$ cat config.mk
export PLATFORM = sky130hd
export DESIGN_NAME = imem_loader
export DESIGN_NICKNAME = d
export VERILOG_FILES = /design/src/rtl/imem_loader.sv
export SDC_FILE = /design/constraint.sdc
export NUM_CORES = 1
export LEC_CHECK = 0
export ABC_AREA = 1
export BUFFER_PORTS_ARGS = -buffer_cell sky130_fd_sc_hd__buf_2
export CORE_AREA = 10 10 104 106
export DETAILED_ROUTE_END_ITERATION = 6
export DIE_AREA = 0 0 114 116
export PLACE_DENSITY = 0.73
export SLEW_MARGIN = 10
export SYNTH_ARGS = -nofsm -noshare
export SYNTH_HDL_FRONTEND = slang
export SYNTH_SLANG_ARGS = --single-unit
export TNS_END_PERCENT = 30
$ cat constraint.sdc
create_clock -name clk_i -period 3.16 [get_ports clk_i]
set_input_delay 0.474 -clock clk_i [delete_from_list [all_inputs] [get_ports clk_i]]
set_output_delay 0.474 -clock clk_i [all_outputs]
set_load 0.05 [all_outputs]
$ cat src/rtl/imem_loader.sv
// imem_loader: packs a big-endian byte stream (length word, then instruction words)
// into 32-bit writes to instruction memory, holding the core until a legal image is in.
`default_nettype none

module imem_loader #(
    parameter int          DEPTH     = 256,
    parameter logic [31:0] BASE_ADDR = 32'h0000_0000
) (
    input  logic        clk_i,
    input  logic        rst_ni,
    input  logic        start_i,
    input  logic        in_valid_i,
    input  logic [7:0]  in_data_i,
    output logic        in_ready_o,
    output logic        mem_we_o,
    output logic [31:0] mem_addr_o,
    output logic [31:0] mem_wdata_o,
    output logic        core_run_o,
    output logic        busy_o,
    output logic        done_o,
    output logic        error_o
);

    localparam int          WIW     = $clog2(DEPTH) + 1;
    localparam logic [31:0] DEPTH_W = 32'(DEPTH);

    localparam logic [2:0] S_IDLE  = 3'd0;
    localparam logic [2:0] S_LEN   = 3'd1;
    localparam logic [2:0] S_DATA  = 3'd2;
    localparam logic [2:0] S_WRITE = 3'd3;
    localparam logic [2:0] S_DONE  = 3'd4;
    localparam logic [2:0] S_ERROR = 3'd5;

    logic [2:0]     state_q,    state_d;
    logic [1:0]     byte_cnt_q, byte_cnt_d;
    logic [23:0]    shift_q,    shift_d;
    logic [WIW-1:0] len_q,      len_d;
    logic [WIW-1:0] word_idx_q, word_idx_d;
    logic [31:0]    addr_q,     addr_d;
    logic [31:0]    wdata_q,    wdata_d;

    logic           w_accept;
    logic           w_last_byte;
    logic [31:0]    w_word;
    logic [WIW-1:0] w_idx_inc;

    // Ready depends on state alone so the host never sees a combinational loop.
    assign w_accept    = in_valid_i && ((state_q == S_LEN) || (state_q == S_DATA));
    assign w_last_byte = (byte_cnt_q == 2'd3);
    assign w_word      = {shift_q, in_data_i};
    assign w_idx_inc   = word_idx_q + WIW'(1);

    always_ff @(posedge clk_i or negedge rst_ni) begin
        if (!rst_ni) begin
            state_q    <= S_IDLE;
            byte_cnt_q <= 2'd0;
            shift_q    <= 24'd0;
            len_q      <= '0;
            word_idx_q <= '0;
            addr_q     <= BASE_ADDR;
            wdata_q    <= 32'd0;
        end else begin
            state_q    <= state_d;
            byte_cnt_q <= byte_cnt_d;
            shift_q    <= shift_d;
            len_q      <= len_d;
            word_idx_q <= word_idx_d;
            addr_q     <= addr_d;
            wdata_q    <= wdata_d;
        end
    end

    always_comb begin
        state_d    = state_q;
        byte_cnt_d = byte_cnt_q;
        shift_d    = shift_q;
        len_d      = len_q;
        word_idx_d = word_idx_q;
        addr_d     = addr_q;
        wdata_d    = wdata_q;

        if (w_accept) begin
            byte_cnt_d = byte_cnt_q + 2'd1;
            shift_d    = {shift_q[15:0], in_data_i};
        end

        case (state_q)
            S_IDLE, S_DONE: begin
                if (start_i) begin
                    state_d    = S_LEN;
                    byte_cnt_d = 2'd0;
                end
            end
            S_LEN: begin
                if (w_accept && w_last_byte) begin
                    if (w_word == 32'd0) begin
                        state_d = S_DONE;
                    end else if (w_word > DEPTH_W) begin
                        state_d = S_ERROR;
                    end else begin
                        state_d    = S_DATA;
                        len_d      = w_word[WIW-1:0];
                        word_idx_d = '0;
                    end
                end
            end
            S_DATA: begin
                if (w_accept && w_last_byte) begin
                    state_d = S_WRITE;
                    addr_d  = BASE_ADDR + 32'({word_idx_q, 2'b00});
                    wdata_d = w_word;
                end
            end
            S_WRITE: begin
                word_idx_d = w_idx_inc;
                state_d    = (w_idx_inc == len_q) ? S_DONE : S_DATA;
            end
            S_ERROR: state_d = S_ERROR;
            default: state_d = S_IDLE;
        endcase
    end

    always_comb begin
        in_ready_o  = (state_q == S_LEN) || (state_q == S_DATA);
        mem_we_o    = (state_q == S_WRITE);
        busy_o      = (state_q == S_LEN) || (state_q == S_DATA) || (state_q == S_WRITE);
        done_o      = (state_q == S_DONE);
        core_run_o  = (state_q == S_DONE);
        error_o     = (state_q == S_ERROR);
        mem_addr_o  = addr_q;
        mem_wdata_o = wdata_q;
    end

endmodule

`default_nettype wire

==> flow_results.xml, run 1 <==
<?xml version="1.0" encoding="UTF-8"?>
<metrics>
  <group name="synthesis">
    <metric name="yosysWarningCount" unit="">0</metric>
    <metric name="yosys.area.top_type_share" unit="%">51.7</metric>
    <metric name="synthTopCellsByArea" unit="">sky130_fd_sc_hd__dfrtp_1 52%, sky130_fd_sc_hd__nand2_1 13%, sky130_fd_sc_hd__o21ai_1 4.7%</metric>
    <metric name="postSynthCellCount" unit="">492</metric>
    <metric name="yosysTopAreaCell" unit="">sky130_fd_sc_hd__dfrtp_1</metric>
    <metric name="ys_async_sr_fraction" unit="%">100</metric>
    <metric name="synth_area_per_inst" unit="µm²">8.65</metric>
    <metric name="synth.cell_area" unit="µm²">4260</metric>
    <metric name="synthDistinctLibCells" unit="">32</metric>
    <metric name="synth_seq_area_share" unit="%">51.7</metric>
    <metric name="yosys_most_used_dff" unit="">sky130_fd_sc_hd__dfrtp_1</metric>
    <metric name="synth-seq-cells" unit="">88</metric>
    <metric name="synth_enable_flop_cells" unit="">0</metric>
  </group>
  <group name="worst_setup_path">
    <metric name="path_cells" unit="">nor2_2, inv_2, nor2_4, inv_2, nand2_2, nand2_4, nor2_8, nand2_2, buf_4, mux2_4</metric>
    <metric name="setup.worst_path.start" unit="">state_q[1]$_DFFE_PN0P_</metric>
    <metric name="endpoint" unit="">mem_addr_o[3]$_DFFE_PN0P_</metric>
    <metric name="arrival" unit="ns">2.60</metric>
    <metric name="timing.setup.critical_path_class" unit="">reg -&gt; reg</metric>
    <metric name="reg2reg_to" unit="">mem_addr_o[3]$_DFFE_PN0P_</metric>
    <metric name="timing.reg2reg.setup_slack" unit="ns">0.82</metric>
    <metric name="worst_path_largest_cell_delay" unit="ns">0.41</metric>
    <metric name="r2r-start" unit="">state_q[1]$_DFFE_PN0P_</metric>
    <metric name="cp_data_required_time" unit="ns">3.42</metric>
    <metric name="startpoint_type" unit="">flip-flop</metric>
    <metric name="critPathSlowestCell" unit="">sky130_fd_sc_hd__dfrtp_1</metric>
    <metric name="critPathMaxFanout" unit="">52</metric>
    <metric name="setup.worst_path.end_class" unit="">flip-flop</metric>
    <metric name="worstRegToRegCells" unit="">10</metric>
  </group>
  <group name="cells_and_area">
    <metric name="layout_commonest_cell" unit="">sky130_fd_sc_hd__nand2_1</metric>
    <metric name="drive_above_1_share" unit="%">18.4</metric>
    <metric name="fillCellCount" unit="">804</metric>
    <metric name="area_growth_synth_to_finish" unit="%">11.0</metric>
    <metric name="final_core_util" unit="%">54.4</metric>
    <metric name="post-route-cell-area" unit="µm²">4720</metric>
    <metric name="mostFrequentLayoutCells" unit="">148 x sky130_fd_sc_hd__nand2_1, 88 x sky130_fd_sc_hd__dfrtp_1, 57 x sky130_fd_sc_hd__buf_2, 51 x sky130_fd_sc_hd__inv_1, 40 x sky130_fd_sc_hd__o21ai_1</metric>
    <metric name="layout.nets" unit="">564</metric>
    <metric name="antenna_cells_inserted" unit="">0</metric>
  </group>
  <group name="pwr">
    <metric name="power.internal" unit="mW">2.07</metric>
    <metric name="comb_power_share" unit="%">37.0</metric>
    <metric name="netSwitchingPower" unit="mW">1.65</metric>
    <metric name="pwr-share-seq" unit="%">42.2</metric>
    <metric name="power.density_cell_area" unit="nW/µm²">787</metric>
    <metric name="total_chip_power" unit="mW">3.72</metric>
    <metric name="switching_share" unit="%">44.4</metric>
    <metric name="ir_worst_vdd" unit="mV">0.604</metric>
    <metric name="clock_power_share" unit="%">20.7</metric>
    <metric name="cellLeakagePower" unit="nW">2.61</metric>
  </group>
  <group name="clock_tree">
    <metric name="ctsResizeCount" unit="">0</metric>
    <metric name="tritoncts.num_buffers" unit="">9</metric>
    <metric name="clkSlewWorstSetupHoldPaths" unit="ns">0.11</metric>
    <metric name="clockBufferDepth" unit="">2</metric>
    <metric name="cts_root_buffer" unit="">sky130_fd_sc_hd__clkbuf_8</metric>
    <metric name="clock_insertion_delay_worst_skew" unit="ns">0.38</metric>
    <metric name="cts_tree" unit="">built</metric>
    <metric name="postCtsSetupRepairBufs" unit="">0</metric>
    <metric name="clock-sinks" unit="">88</metric>
    <metric name="clock_tree.htree_level_count" unit="">3</metric>
    <metric name="cts_hold_buffers" unit="">0</metric>
  </group>
  <group name="route">
    <metric name="antenna_violating_nets_post_route" unit="">0</metric>
    <metric name="routed_length_per_instance" unit="µm">14.3</metric>
    <metric name="wirelength" unit="µm">9510</metric>
    <metric name="drt-initial-drc-count" unit="">247</metric>
    <metric name="drt_first_pass_iters" unit="">4</metric>
    <metric name="detail_route.drc_violations" unit="">0</metric>
    <metric name="routed_via_density" unit="">4.94</metric>
    <metric name="detailroute.via_count" unit="">3274</metric>
  </group>
  <group name="sta">
    <metric name="setup-tns-final" unit="ns">0</metric>
    <metric name="postLayoutSetupSlackWorst" unit="ns">0.824</metric>
    <metric name="maximum_achievable_frequency" unit="MHz">428</metric>
    <metric name="final.setup_skew" unit="ns">0.0169</metric>
    <metric name="grt_setup_unrepaired" unit="">false</metric>
    <metric name="fin_crit" unit="ns">2.34</metric>
    <metric name="final-setup-viol-count" unit="">0</metric>
    <metric name="timing.final.hold_violations" unit="">0</metric>
    <metric name="worstMarginPinSlew" unit="ns">0.635</metric>
    <metric name="final.period_utilization" unit="%">73.9</metric>
    <metric name="maxSlewViolCount" unit="">0</metric>
    <metric name="slew-limit-headroom" unit="%">57.7</metric>
  </group>
  <group name="floorplan">
    <metric name="row_count" unit="">34</metric>
    <metric name="die_footprint" unit="µm²">13200</metric>
    <metric name="die_height" unit="µm">116</metric>
    <metric name="boundaryPins" unit="">82</metric>
    <metric name="dieWidth" unit="µm">114</metric>
    <metric name="initial_utilization" unit="%">49.0</metric>
    <metric name="core_region_area" unit="µm²">8680</metric>
  </group>
  <group name="placed_design">
    <metric name="post-place-ws" unit="ns">0.856</metric>
    <metric name="io_buffer_count" unit="">58</metric>
    <metric name="placed_cell_area" unit="µm²">4530</metric>
    <metric name="place.gp.congestion" unit="">0.903</metric>
    <metric name="hpwlAfterDp" unit="µm">7190</metric>
  </group>
  <group name="global_route">
    <metric name="groute.usage.overall" unit="%">14.6</metric>
    <metric name="grt_antenna_before_repair" unit="">0</metric>
    <metric name="grt_max_degree" unit="">53</metric>
    <metric name="grt_overflow_total" unit="">0</metric>
    <metric name="first_global_vias" unit="">3184</metric>
    <metric name="grt_first_pass_wirelength" unit="µm">15700</metric>
  </group>
  <group name="status">
    <metric name="status" unit="">finished clean</metric>
  </group>
  <group name="hold_path">
    <metric name="timing.hold.worst.class" unit="">in -&gt; async</metric>
  </group>
  <group name="job">
    <metric name="max_cap_violations" unit="">0</metric>
  </group>
</metrics>
[synth_stat cells, types with 3 or more instances]
| master | number |
|---|---|
| sky130_fd_sc_hd__nand2_1 | 148 |
| sky130_fd_sc_hd__dfrtp_1 | 88 |
| sky130_fd_sc_hd__inv_1 | 51 |
| sky130_fd_sc_hd__o21ai_1 | 40 |
| sky130_fd_sc_hd__o21ai_0 | 30 |
| sky130_fd_sc_hd__buf_4 | 26 |
| sky130_fd_sc_hd__nor2_1 | 26 |
| sky130_fd_sc_hd__nand3_1 | 19 |
| sky130_fd_sc_hd__nand4_1 | 9 |
| sky130_fd_sc_hd__mux2_4 | 8 |
| sky130_fd_sc_hd__buf_6 | 6 |
| sky130_fd_sc_hd__clkbuf_1 | 5 |
| sky130_fd_sc_hd__a21oi_1 | 4 |
| sky130_fd_sc_hd__inv_2 | 4 |
| sky130_fd_sc_hd__nand3b_1 | 4 |
| sky130_fd_sc_hd__nor2_4 | 3 |
[sequential cells by signal, summed over array words and instances (netlist names)]
name	count
mem_wdata_o	32
shift_q	24
mem_addr_o	9
word_idx_q	9
byte_cnt_q	2
len_q	9
state_q	3
[kinds of logic after synthesis]
| kind of cell | share of synthesized area [%] |
|---|---|
| and+or+nand+nor | 23.0 |
| AOI/OAI and AO/OA | 9.03 |
| DFF | 51.7 |
| xor gates and xnor gates | 1.15 |
| buffers and inverters | 11.6 |
| muxes | 2.82 |
| other | 0.0881 |
| adders and majority gates | 0.588 |
[power by group through the flow]
stage / Combinational [mW] / Clock (mW) / Sequential [mW]
3_3_place_gp: 1.33 / 0 / 1.58
6_report: 1.38 / 0.771 / 1.57
5_1_grt: 1.56 / 0.832 / 1.60
3_5_place_dp: 1.37 / 0 / 1.59
2_1_floorplan: 1.10 / 0 / 1.54
4_1_cts: 1.38 / 0.782 / 1.57
[per-layer routing]
metal	wire length (µm)	track usage, %	vias up
met5	0	0	-
met4	130	5.26	0
met3	624	4.39	10
met2	4340	22.6	78
met1	4410	18.9	1543
li1	-	-	1643
[how the worst min path moves through the flow]
stage | end | from | slack, ns | depth (start not counted)
6_report | shift_q[14]$_DFFE_PN0P_ | rst_ni | 0.12 | 1
5_1_grt | shift_q[14]$_DFFE_PN0P_ | rst_ni | 0.16 | 1
4_1_cts | shift_q[14]$_DFFE_PN0P_ | rst_ni | 0.14 | 1
3_5_place_dp | shift_q[4]$_DFFE_PN0P_ | shift_q[4]$_DFFE_PN0P_ | 0.47 | 2
3_3_place_gp | shift_q[4]$_DFFE_PN0P_ | shift_q[4]$_DFFE_PN0P_ | 0.47 | 2
2_1_floorplan | byte_cnt_q[0]$_DFF_PN0_ | rst_ni | 0.18 | 0
[area by class of cell]
cell class	instances	area [µm²]	area share, %
flip-flops and latches	88	2200	46.6
well taps	108	135	2.86
clock inverters	7	68.8	1.46
multi-input cells	333	1640	34.8
inverters	55	206	4.37
repair buffers	63	343	7.26
clock buffers	9	124	2.62
[metrics by stage]
stage	cells	hold slack, ns
6_report	663	0.121
5_1_grt	663	0.164
3_3_place_gp	647	0.473
2_1_floorplan	514	0.178
3_5_place_dp	647	0.474
4_1_cts	663	0.138
[critical path, delay by kind of cell (launching register included)]
family        cells  cell delay, ns
mux               1            0.30
buf+inv           3            0.41
flops             1            0.41
simple gates      6            1.08
Power figures use the tool's default switching activity.
==> run 2: changes to the inputs <==
--- a/config.mk
+++ b/config.mk
@@ -10,7 +10,7 @@
 export CORE_AREA = 10 10 104 106
 export DETAILED_ROUTE_END_ITERATION = 6
 export DIE_AREA = 0 0 114 116
-export PLACE_DENSITY = 0.73
+export PLACE_DENSITY = 0.75
 export SLEW_MARGIN = 10
 export SYNTH_ARGS = -nofsm -noshare
 export SYNTH_HDL_FRONTEND = slang
==> constraint.sdc (replaced) <==
create_clock -name clk_i -period 2 [get_ports clk_i]
set_input_delay 0.3 -clock clk_i [delete_from_list [all_inputs] [get_ports clk_i]]
set_output_delay 0.3 -clock clk_i [all_outputs]
set_load 0.05 [all_outputs]
==> run 2 against run 1 <==
  * Count of clock-buffer cells in the layout unchanged
  * Combinational power up 62%
  * Largest cell class unchanged
  * Sequential share of layout area down 1.0 points
  * Critical endpoint is now mem_we_o
  * First-iteration DRC count up 27%
  * Worst setup slack worse by 0.72 ns
  * Clock power up 69%
  * Die area unchanged
  * Highest routed layer unchanged
==> flow_results.xml, run 2 (synthesized netlist as in run 1, its figures left out) <==
<?xml version="1.0" encoding="UTF-8"?>
<metrics>
  <group name="worst_setup_path">
    <metric name="critPathSlowestCell" unit="">sky130_fd_sc_hd__dfrtp_1</metric>
    <metric name="critPathMaxFanout" unit="">7</metric>
    <metric name="timing.setup.critical_path_class" unit="">reg -&gt; out</metric>
    <metric name="startpoint_type" unit="">flip-flop</metric>
    <metric name="worstRegToRegCells" unit="">10</metric>
    <metric name="worst_path_largest_cell_delay" unit="ns">0.49</metric>
    <metric name="critical_path.top_delay_family" unit="">flip-flops</metric>
    <metric name="reg2reg_to" unit="">mem_wdata_o[28]$_DFFE_PN0P_</metric>
    <metric name="r2r-start" unit="">state_q[1]$_DFFE_PN0P_</metric>
    <metric name="timing.reg2reg.setup_slack" unit="ns">0.16</metric>
    <metric name="setup.worst_path.start" unit="">state_q[2]$_DFFE_PN0P_</metric>
    <metric name="critPathBufInv" unit="">1</metric>
    <metric name="cp_data_required_time" unit="ns">1.70</metric>
    <metric name="setup.worst_path.end_class" unit="">primary output</metric>
    <metric name="path_cells" unit="">nor3_1, buf_2</metric>
    <metric name="arrival" unit="ns">1.59</metric>
  </group>
  <group name="route">
    <metric name="routed_via_density" unit="">4.86</metric>
    <metric name="detail_route.drc_violations" unit="">0</metric>
    <metric name="wirelength" unit="µm">9630</metric>
    <metric name="routed_length_per_instance" unit="µm">14.4</metric>
    <metric name="antenna_violating_nets_post_route" unit="">0</metric>
    <metric name="detailroute.via_count" unit="">3263</metric>
    <metric name="drt_first_pass_iters" unit="">5</metric>
    <metric name="drt-initial-drc-count" unit="">314</metric>
  </group>
  <group name="clock_tree">
    <metric name="postCtsSetupRepairBufs" unit="">0</metric>
    <metric name="clock-sinks" unit="">88</metric>
    <metric name="clock_tree.htree_level_count" unit="">3</metric>
    <metric name="cts_root_buffer" unit="">sky130_fd_sc_hd__clkbuf_8</metric>
    <metric name="cts_tree" unit="">built</metric>
    <metric name="clockBufferDepth" unit="">2</metric>
    <metric name="clkSlewWorstSetupHoldPaths" unit="ns">0.09</metric>
    <metric name="clock_insertion_delay_worst_skew" unit="ns">0.37</metric>
    <metric name="tritoncts.num_buffers" unit="">9</metric>
  </group>
  <group name="sta">
    <metric name="maxSlewViolCount" unit="">0</metric>
    <metric name="setup-tns-final" unit="ns">0</metric>
    <metric name="maximum_achievable_frequency" unit="MHz">529</metric>
    <metric name="final.period_utilization" unit="%">94.6</metric>
    <metric name="timing.final.hold_violations" unit="">0</metric>
    <metric name="final.setup_skew" unit="ns">0.0169</metric>
    <metric name="fin_crit" unit="ns">1.89</metric>
    <metric name="final-setup-viol-count" unit="">0</metric>
    <metric name="grt_setup_unrepaired" unit="">false</metric>
    <metric name="postLayoutSetupSlackWorst" unit="ns">0.109</metric>
  </group>
  <group name="global_route">
    <metric name="grt_antenna_before_repair" unit="">0</metric>
    <metric name="grt.met1_usage" unit="%">21.2</metric>
    <metric name="grt_first_pass_wirelength" unit="µm">16200</metric>
    <metric name="grt_max_degree" unit="">52</metric>
    <metric name="globalRoute.busiestLayer" unit="">met2</metric>
    <metric name="first_global_vias" unit="">3239</metric>
    <metric name="grt_overflow_total" unit="">0</metric>
    <metric name="gr-usage-met2" unit="%">22.1</metric>
    <metric name="groute.usage.overall" unit="%">15.1</metric>
    <metric name="met3_usage" unit="%">3.41</metric>
  </group>
  <group name="floorplan">
    <metric name="die_footprint" unit="µm²">13200</metric>
    <metric name="initial_utilization" unit="%">49.0</metric>
    <metric name="row_count" unit="">34</metric>
    <metric name="boundaryPins" unit="">82</metric>
    <metric name="dieWidth" unit="µm">114</metric>
    <metric name="core_region_area" unit="µm²">8680</metric>
    <metric name="die_height" unit="µm">116</metric>
  </group>
  <group name="hold_path">
    <metric name="min_path_cells" unit="">2</metric>
    <metric name="holdCritStartpoint" unit="">start_i</metric>
    <metric name="worstHoldEndpoint" unit="">byte_cnt_q[0]$_DFF_PN0_</metric>
    <metric name="timing.hold.worst.class" unit="">in -&gt; reg</metric>
  </group>
  <group name="cells_and_area">
    <metric name="post-route-cell-area" unit="µm²">4830</metric>
    <metric name="layout.nets" unit="">572</metric>
    <metric name="flip_flop_count_of_the_largest_register_after_layout" unit="">32</metric>
    <metric name="mostFrequentLayoutCells" unit="">148 x sky130_fd_sc_hd__nand2_1, 87 x sky130_fd_sc_hd__dfrtp_1, 57 x sky130_fd_sc_hd__buf_2, 50 x sky130_fd_sc_hd__inv_1, 41 x sky130_fd_sc_hd__o21ai_1</metric>
    <metric name="antenna_cells_inserted" unit="">0</metric>
    <metric name="area_growth_synth_to_finish" unit="%">13.5</metric>
    <metric name="layout_commonest_cell" unit="">sky130_fd_sc_hd__nand2_1</metric>
    <metric name="drive_above_1_share" unit="%">19.9</metric>
    <metric name="post_layout_nonfiller_instances" unit="">671</metric>
  </group>
  <group name="placed_design">
    <metric name="post-place-cells" unit="">654</metric>
    <metric name="io_buffer_count" unit="">58</metric>
    <metric name="placed_cell_area" unit="µm²">4610</metric>
    <metric name="place.gp.congestion" unit="">0.911</metric>
    <metric name="hpwlAfterDp" unit="µm">7400</metric>
    <metric name="post-place-ws" unit="ns">0.166</metric>
  </group>
  <group name="pwr">
    <metric name="ir_worst_vdd" unit="mV">1.08</metric>
    <metric name="cellLeakagePower" unit="nW">2.66</metric>
    <metric name="power.density_cell_area" unit="nW/µm²">1250</metric>
  </group>
  <group name="status">
    <metric name="status" unit="">finished clean</metric>
  </group>
  <group name="job">
    <metric name="max_cap_violations" unit="">0</metric>
  </group>
</metrics>
run 2: metrics by stage:
step	power (mW)	utilization, %	hold WS [ns]
2_1_floorplan	4.18	-	0.00441
3_3_place_gp	4.67	53.1	0.187
3_5_place_dp	4.74	53.1	0.189
4_1_cts	6.04	55.6	0.115
5_1_grt	6.48	55.6	0.110
6_report	6.03	55.6	0.116
run 2: where the power goes:
part | leakage [nW] | switching (mW) | internal (mW)
sequential | 1.14 | 0.364 | 2.13
combinational | 1.42 | 1.56 | 0.678
clock | 0.103 | 0.696 | 0.601
total | 2.66 | 2.62 | 3.41
run 2: how the worst max path moves through the flow:
stage / endpoint / cells after the start
after global routing: word_idx_q[2]$_DFFE_PN0P_ / 8
after CTS: mem_we_o / 2
after floorplan: done_o / 4
final: mem_we_o / 2
after global placement: mem_wdata_o[29]$_DFFE_PN0P_ / 10
after detailed placement: state_q[1]$_DFFE_PN0P_ / 13
run 2: worst reg2reg max path, stage by stage (launching register included):
cell	delay [ns]
sky130_fd_sc_hd__dfrtp_1	0.42
sky130_fd_sc_hd__nor2_2	0.16
sky130_fd_sc_hd__inv_2	0.07
sky130_fd_sc_hd__nor2_4	0.12
sky130_fd_sc_hd__inv_2	0.06
sky130_fd_sc_hd__nand2_2	0.09
sky130_fd_sc_hd__nand2_4	0.08
sky130_fd_sc_hd__nor2_8	0.11
sky130_fd_sc_hd__nand2_2	0.10
sky130_fd_sc_hd__buf_12	0.19
sky130_fd_sc_hd__mux2_4	0.34
run 2: final cells by class:
class                           instances  area (µm²)
Clock inverter                          7        83.8
Timing Repair Buffer                   71         430
Fill cell                             804        3850
Tap cell                              108         135
Clock buffer                            9         124
Inverter                               55         206
Sequential cell                        88        2200
Multi-Input combinational cell        333        1650
run 2: layer usage:
layer  share of wire [%]  vias to the layer above
li1                    -                     1649
met1                  48                     1515
met2                  45                       86
met3                 5.9                       13
met4                 1.6                        0
met5                   0                        -
run 2: what timing repair did:
action	in CTS	in global routing
endpoints found under the setup margin	0	1
hold buffers	1	0
endpoints found under the hold margin	16	0
resized for setup	0	4
